## config.mk

```make
export PLATFORM = sky130hd
export DESIGN_NAME = arb_mux
export DESIGN_NICKNAME = d
export VERILOG_FILES = /design/src/rtl/arb_mux_pkg.sv /design/src/rtl/arb_mux_rr_arbiter.sv /design/src/rtl/arb_mux.sv
export SDC_FILE = /design/constraint.sdc
export NUM_CORES = 1
export LEC_CHECK = 0
export ABC_AREA = 1
export CAP_MARGIN = 20
export CORE_UTILIZATION = 35
export CTS_BUF_LIST = sky130_fd_sc_hd__clkbuf_8
export CTS_CLUSTER_SIZE = 40
export DETAILED_ROUTE_END_ITERATION = 16
export PLACE_DENSITY = 0.8
export SKIP_CTS_REPAIR_TIMING = 1
export SLEW_MARGIN = 20
export SYNTH_ARGS = -nofsm -noshare
export SYNTH_HDL_FRONTEND = slang
export SYNTH_SLANG_ARGS = --single-unit
```

## constraint.sdc

```tcl
create_clock -name clk -period 4.3 [get_ports clk]
set_clock_uncertainty 0.05 [all_clocks]
set_input_delay 0.86 -clock clk [delete_from_list [all_inputs] [get_ports clk]]
set_output_delay 0.86 -clock clk [all_outputs]
set_load 0.05 [all_outputs]
```

## src/rtl/arb_mux_pkg.sv

```systemverilog
// Shared definitions for the arb_mux block.
//   MODE_FIXED / MODE_RR : values of the arbitration mode input
//   DEFAULT_WIDTH        : default data width per channel
//   DEFAULT_N            : default number of input channels
package arb_mux_pkg;

  localparam logic MODE_FIXED    = 1'b0;
  localparam logic MODE_RR       = 1'b1;
  localparam int   DEFAULT_WIDTH = 32;
  localparam int   DEFAULT_N     = 4;

endpackage

```

## src/rtl/arb_mux_rr_arbiter.sv

```systemverilog
// Combinational grant logic for arb_mux.
//   req   [N]    : request per channel
//   ptr   [SELW] : round-robin start index (ignored in fixed mode)
//   mode  [1]    : MODE_FIXED = lowest index wins, MODE_RR = search from ptr
//   grant [N]    : one-hot grant, all zero when no request is set
module rr_arbiter
  import arb_mux_pkg::*;
#(
  parameter int N    = DEFAULT_N,
  parameter int SELW = $clog2(N)
) (
  input  logic [N-1:0]    req,
  input  logic [SELW-1:0] ptr,
  input  logic            mode,
  output logic [N-1:0]    grant
);

  logic            found;
  int              idx;
  logic [SELW-1:0] pos;

  // Walk the channels in search order; the first requester found wins.
  always_comb begin
    grant = '0;
    found = 1'b0;
    idx   = 0;
    pos   = '0;
    for (int k = 0; k < N; k++) begin
      idx = (mode == MODE_RR) ? ((int'(ptr) + k) % N) : k;
      pos = SELW'(idx);
      if (!found && req[pos]) begin
        grant[pos] = 1'b1;
        found      = 1'b1;
      end
    end
  end

endmodule

```

## src/rtl/arb_mux.sv

```systemverilog
// N-to-1 arbitrating multiplexer with a single registered output stage.
//   clk, rst             : clock, synchronous active-high reset
//   mode                 : MODE_FIXED or MODE_RR
//   in_data  [N*WIDTH]   : channel i at bits [i*WIDTH +: WIDTH]
//   in_valid [N]         : channel i offers a beat
//   in_ready [N]         : channel i beat accepted this cycle (one-hot or zero)
//   out_data [WIDTH]     : registered selected data
//   out_valid            : out_data holds a beat
//   out_ready            : consumer accepts the beat this cycle
//   out_sel  [SELW]      : channel that supplied out_data
module arb_mux
  import arb_mux_pkg::*;
#(
  parameter int WIDTH = DEFAULT_WIDTH,
  parameter int N     = DEFAULT_N,
  parameter int SELW  = $clog2(N)
) (
  input  logic                 clk,
  input  logic                 rst,
  input  logic                 mode,
  input  logic [N*WIDTH-1:0]   in_data,
  input  logic [N-1:0]         in_valid,
  output logic [N-1:0]         in_ready,
  output logic [WIDTH-1:0]     out_data,
  output logic                 out_valid,
  input  logic                 out_ready,
  output logic [SELW-1:0]      out_sel
);

  logic [SELW-1:0]  ptr_q, ptr_d;
  logic [WIDTH-1:0] out_data_q, out_data_d;
  logic [SELW-1:0]  out_sel_q, out_sel_d;
  logic             out_valid_q, out_valid_d;

  logic [N-1:0]     grant;
  logic             load;
  logic             xfer;
  logic [WIDTH-1:0] sel_data;
  logic [SELW-1:0]  sel_idx;

  rr_arbiter #(
    .N    (N),
    .SELW (SELW)
  ) u_arb (
    .req   (in_valid),
    .ptr   (ptr_q),
    .mode  (mode),
    .grant (grant)
  );

  // The output register can take a new beat when empty or being drained.
  assign load     = !out_valid_q || out_ready;
  assign in_ready = (load && !rst) ? grant : '0;
  // grant only ever selects a requesting channel, so any ready bit is a transfer.
  assign xfer     = |in_ready;

  always_comb begin
    sel_data = '0;
    sel_idx  = '0;
    for (int i = 0; i < N; i++) begin
      if (grant[i]) begin
        sel_data = in_data[i*WIDTH +: WIDTH];
        sel_idx  = SELW'(i);
      end
    end
  end

  always_comb begin
    ptr_d       = ptr_q;
    out_data_d  = out_data_q;
    out_sel_d   = out_sel_q;
    out_valid_d = out_valid_q;
    if (load) begin
      if (xfer) begin
        out_data_d  = sel_data;
        out_sel_d   = sel_idx;
        out_valid_d = 1'b1;
        if (mode == MODE_RR) begin
          ptr_d = (int'(sel_idx) == N - 1) ? '0 : sel_idx + SELW'(1);
        end
      end else begin
        // Nothing offered: empty the stage but keep the last data/sel visible.
        out_valid_d = 1'b0;
      end
    end
  end

  // Output stage register
  always_ff @(posedge clk) begin
    if (rst) begin
      ptr_q       <= '0;
      out_data_q  <= '0;
      out_sel_q   <= '0;
      out_valid_q <= 1'b0;
    end else begin
      ptr_q       <= ptr_d;
      out_data_q  <= out_data_d;
      out_sel_q   <= out_sel_d;
      out_valid_q <= out_valid_d;
    end
  end

  assign out_data  = out_data_q;
  assign out_sel   = out_sel_q;
  assign out_valid = out_valid_q;

endmodule

```

==> flow_summary.ini <==
[layout]
fin_cells = 688
diodes = 0
final_cell_area_um2 = 4470
nets = 727
fillers = 637
drive_gt1_frac = 0.0709
layout_common_cells = nand2_1 (225), clkdlybuf4s50_1 (170), dfxtp_1 (37)
areaGrowthSynthToFinish_pct = 74.9
layout_commonest_cell = nand2_1

[drt]
routedWlPerCell_um = 13.2
antenna_left = 0
via_count = 3385
wirelength_um = 9070
drtIter0Drc = 116
vias_per_cell = 4.92
drc = 0
dr.pass1.iters = 4

[synthesis]
synth_fp_nets = 564
synthesis.area_um2 = 2550
syn-instance-count = 428
synth_cell_types = 25
synthesis.yosys.warnings = 0
syn_area_per_cell_um2 = 5.97
synth_seq_cells = 37
ys_seq_area_frac = 0.290

[run_status]
status = completed

[place]
place_inst = 680
detailed_place_hpwl_um = 6960
place.gp.congestion = 0.857
io_buffers = 174
post-place-ws_ps = 361
placed_area_um2 = 4350

[timing]
fin_setup_tns_ps = 0
setup_viol = 0
rsz0062_at_grt = false
hold_viol_final = 0
fin_crit_sh = 0.902
final.setup.worst_slack_ps = 421
finalCriticalPeriod_ps = 3880
tightest_slew_ps = 613
drv_slew = 0
fmax_mhz = 258
slew_headroom = 0.590

[worst_setup_path]
start_kind = input pin
cp-end-kind = primary output
cp.required_ps = 3390
worstSetupPathType = in2out
cp_data_arrival_time_ps = 2970
crit_path_max_fanout = 18

[grt]
grt_pass1_vias = 3120
grt_max_degree = 35
grt_pass1_wl_um = 14100
antenna_found_initial = 0
gr-total-overflow = 0
grt_util_all_layers = 0.235

[power_and_ir_drop]
power_uw = 1580
seqPwrFrac = 0.271
p_leak_uw = 0.00182
clockPowerShare = 0.195
switching_power_uw = 665
p_per_area_nw_per_um2 = 353
ir_worst_vdd_mv = 0.156
switching_share = 0.421
power_frac_comb = 0.534
cellInternalPower_uw = 913

[clock_tree]
cts_root_buf = clkbuf_8
clk_pin_slew_ps = 70
cts_sinks = 37
clock_latency_ps = 280
htree_levels = 2
cts_buffers = 5
cts_tree = yes
clock_path_buffers = 2

[floorplanning]
io_pins = 175
rows = 30
dieWidth_um = 87.4
initial_core_util = 0.370
coreArea_um2 = 6910
die_y_um = 87.4
die_area_um2 = 7650

[min_path]
min_path_type = reg2reg

[flow_run]
maxCapViolCount = 0
[cell usage after synthesis]
cell,n,area share
nand3_1,18,0.035
dfxtp_1,37,0.29
inv_1,16,0.024
clkinv_1,2,0.0029
nand3_2,5,0.020
nor2_2,1,0.0025
o21ai_0,2,0.0039
a21oi_1,32,0.063
clkbuf_1,4,0.0059
nand3_4,1,0.0069
buf_4,4,0.012
o21ai_1,1,0.0020
nand3b_1,1,0.0029
buf_6,4,0.018
nand2_2,8,0.020
a31oi_1,1,0.0025
nor2_8,1,0.0078
nand2_4,4,0.018
a21oi_2,1,0.0034
o21ai_2,2,0.0069
inv_2,2,0.0029
nor2_1,10,0.015
nand4_1,34,0.083
buf_2,12,0.024
nand2_1,225,0.33
[power by group through the flow]
stage | clock (µW) | sequential, µW | combinational (µW)
2_1_floorplan | 0 | 609 | 358
3_3_place_gp | 0 | 432 | 834
3_5_place_dp | 0 | 434 | 845
4_1_cts | 315 | 427 | 847
5_1_grt | 332 | 434 | 908
6_report | 308 | 427 | 843
[state kept, by name, indices dropped and copies added (netlist names)]
register / cells
out_data: 32
out_sel: 2
ptr_q: 2
out_valid: 1
[metrics by stage]
stage                util  hold slack [ps]
floorplan               -              486
global placement    0.630              401
detailed placement  0.630              404
CTS                 0.647              415
global route        0.647              432
finish              0.647              416
[cell type report]
| cell class | count | area [µm²] | share of cell area |
|---|---|---|---|
| flip-flops and latches | 37 | 741 | 0.166 |
| clock inverters | 2 | 33.8 | 0.00756 |
| multi-input cells | 347 | 1590 | 0.356 |
| inverters | 20 | 75.1 | 0.0168 |
| well taps | 96 | 120 | 0.0269 |
| repair buffers | 180 | 1830 | 0.409 |
| clock buffers | 6 | 82.6 | 0.0185 |
[critical path: stages]
cell	delay (ps)
clkdlybuf4s50_1	700
nand2_2	180
nand2_4	130
nand2_2	70
nand2_2	90
nand2_4	90
nor2_8	140
nand3_1	140
nand3_4	240
nand2_1	80
inv_1	100
buf_12	140
[cell families after synthesis]
family / count (synthesis) / share of synthesized area
DFF: 37 / 0.290
AOI/OAI and AO/OA: 39 / 0.0813
buffers and inverters: 44 / 0.0882
and+or+nand+nor: 308 / 0.541
[path summary, 6_finish.rpt]
kind / slack (ps) / end / from / cells past startpoint
max: 420 / in_ready[0] / mode / 12
min: 420 / out_data[11]$_SDFFE_PP0P_ / out_data[11]$_SDFFE_PP0P_ / 2
max reg2reg: 1430 / out_data[2]$_SDFFE_PP0P_ / ptr_q[0]$_SDFFE_PP0P_ / 13
min reg2reg: 420 / out_data[11]$_SDFFE_PP0P_ / out_data[11]$_SDFFE_PP0P_ / 2
[routing by layer]
layer  GRT usage  routed length (µm)  vias to the layer above
met1       0.256                3550                     1531
met5           0                   0                        -
met4      0.0671                 141                        0
met3      0.0616                 752                       12
met2       0.443                4620                      138
li1            -                   -                     1704
No activity file was read; power rests on OpenSTA's default activity.
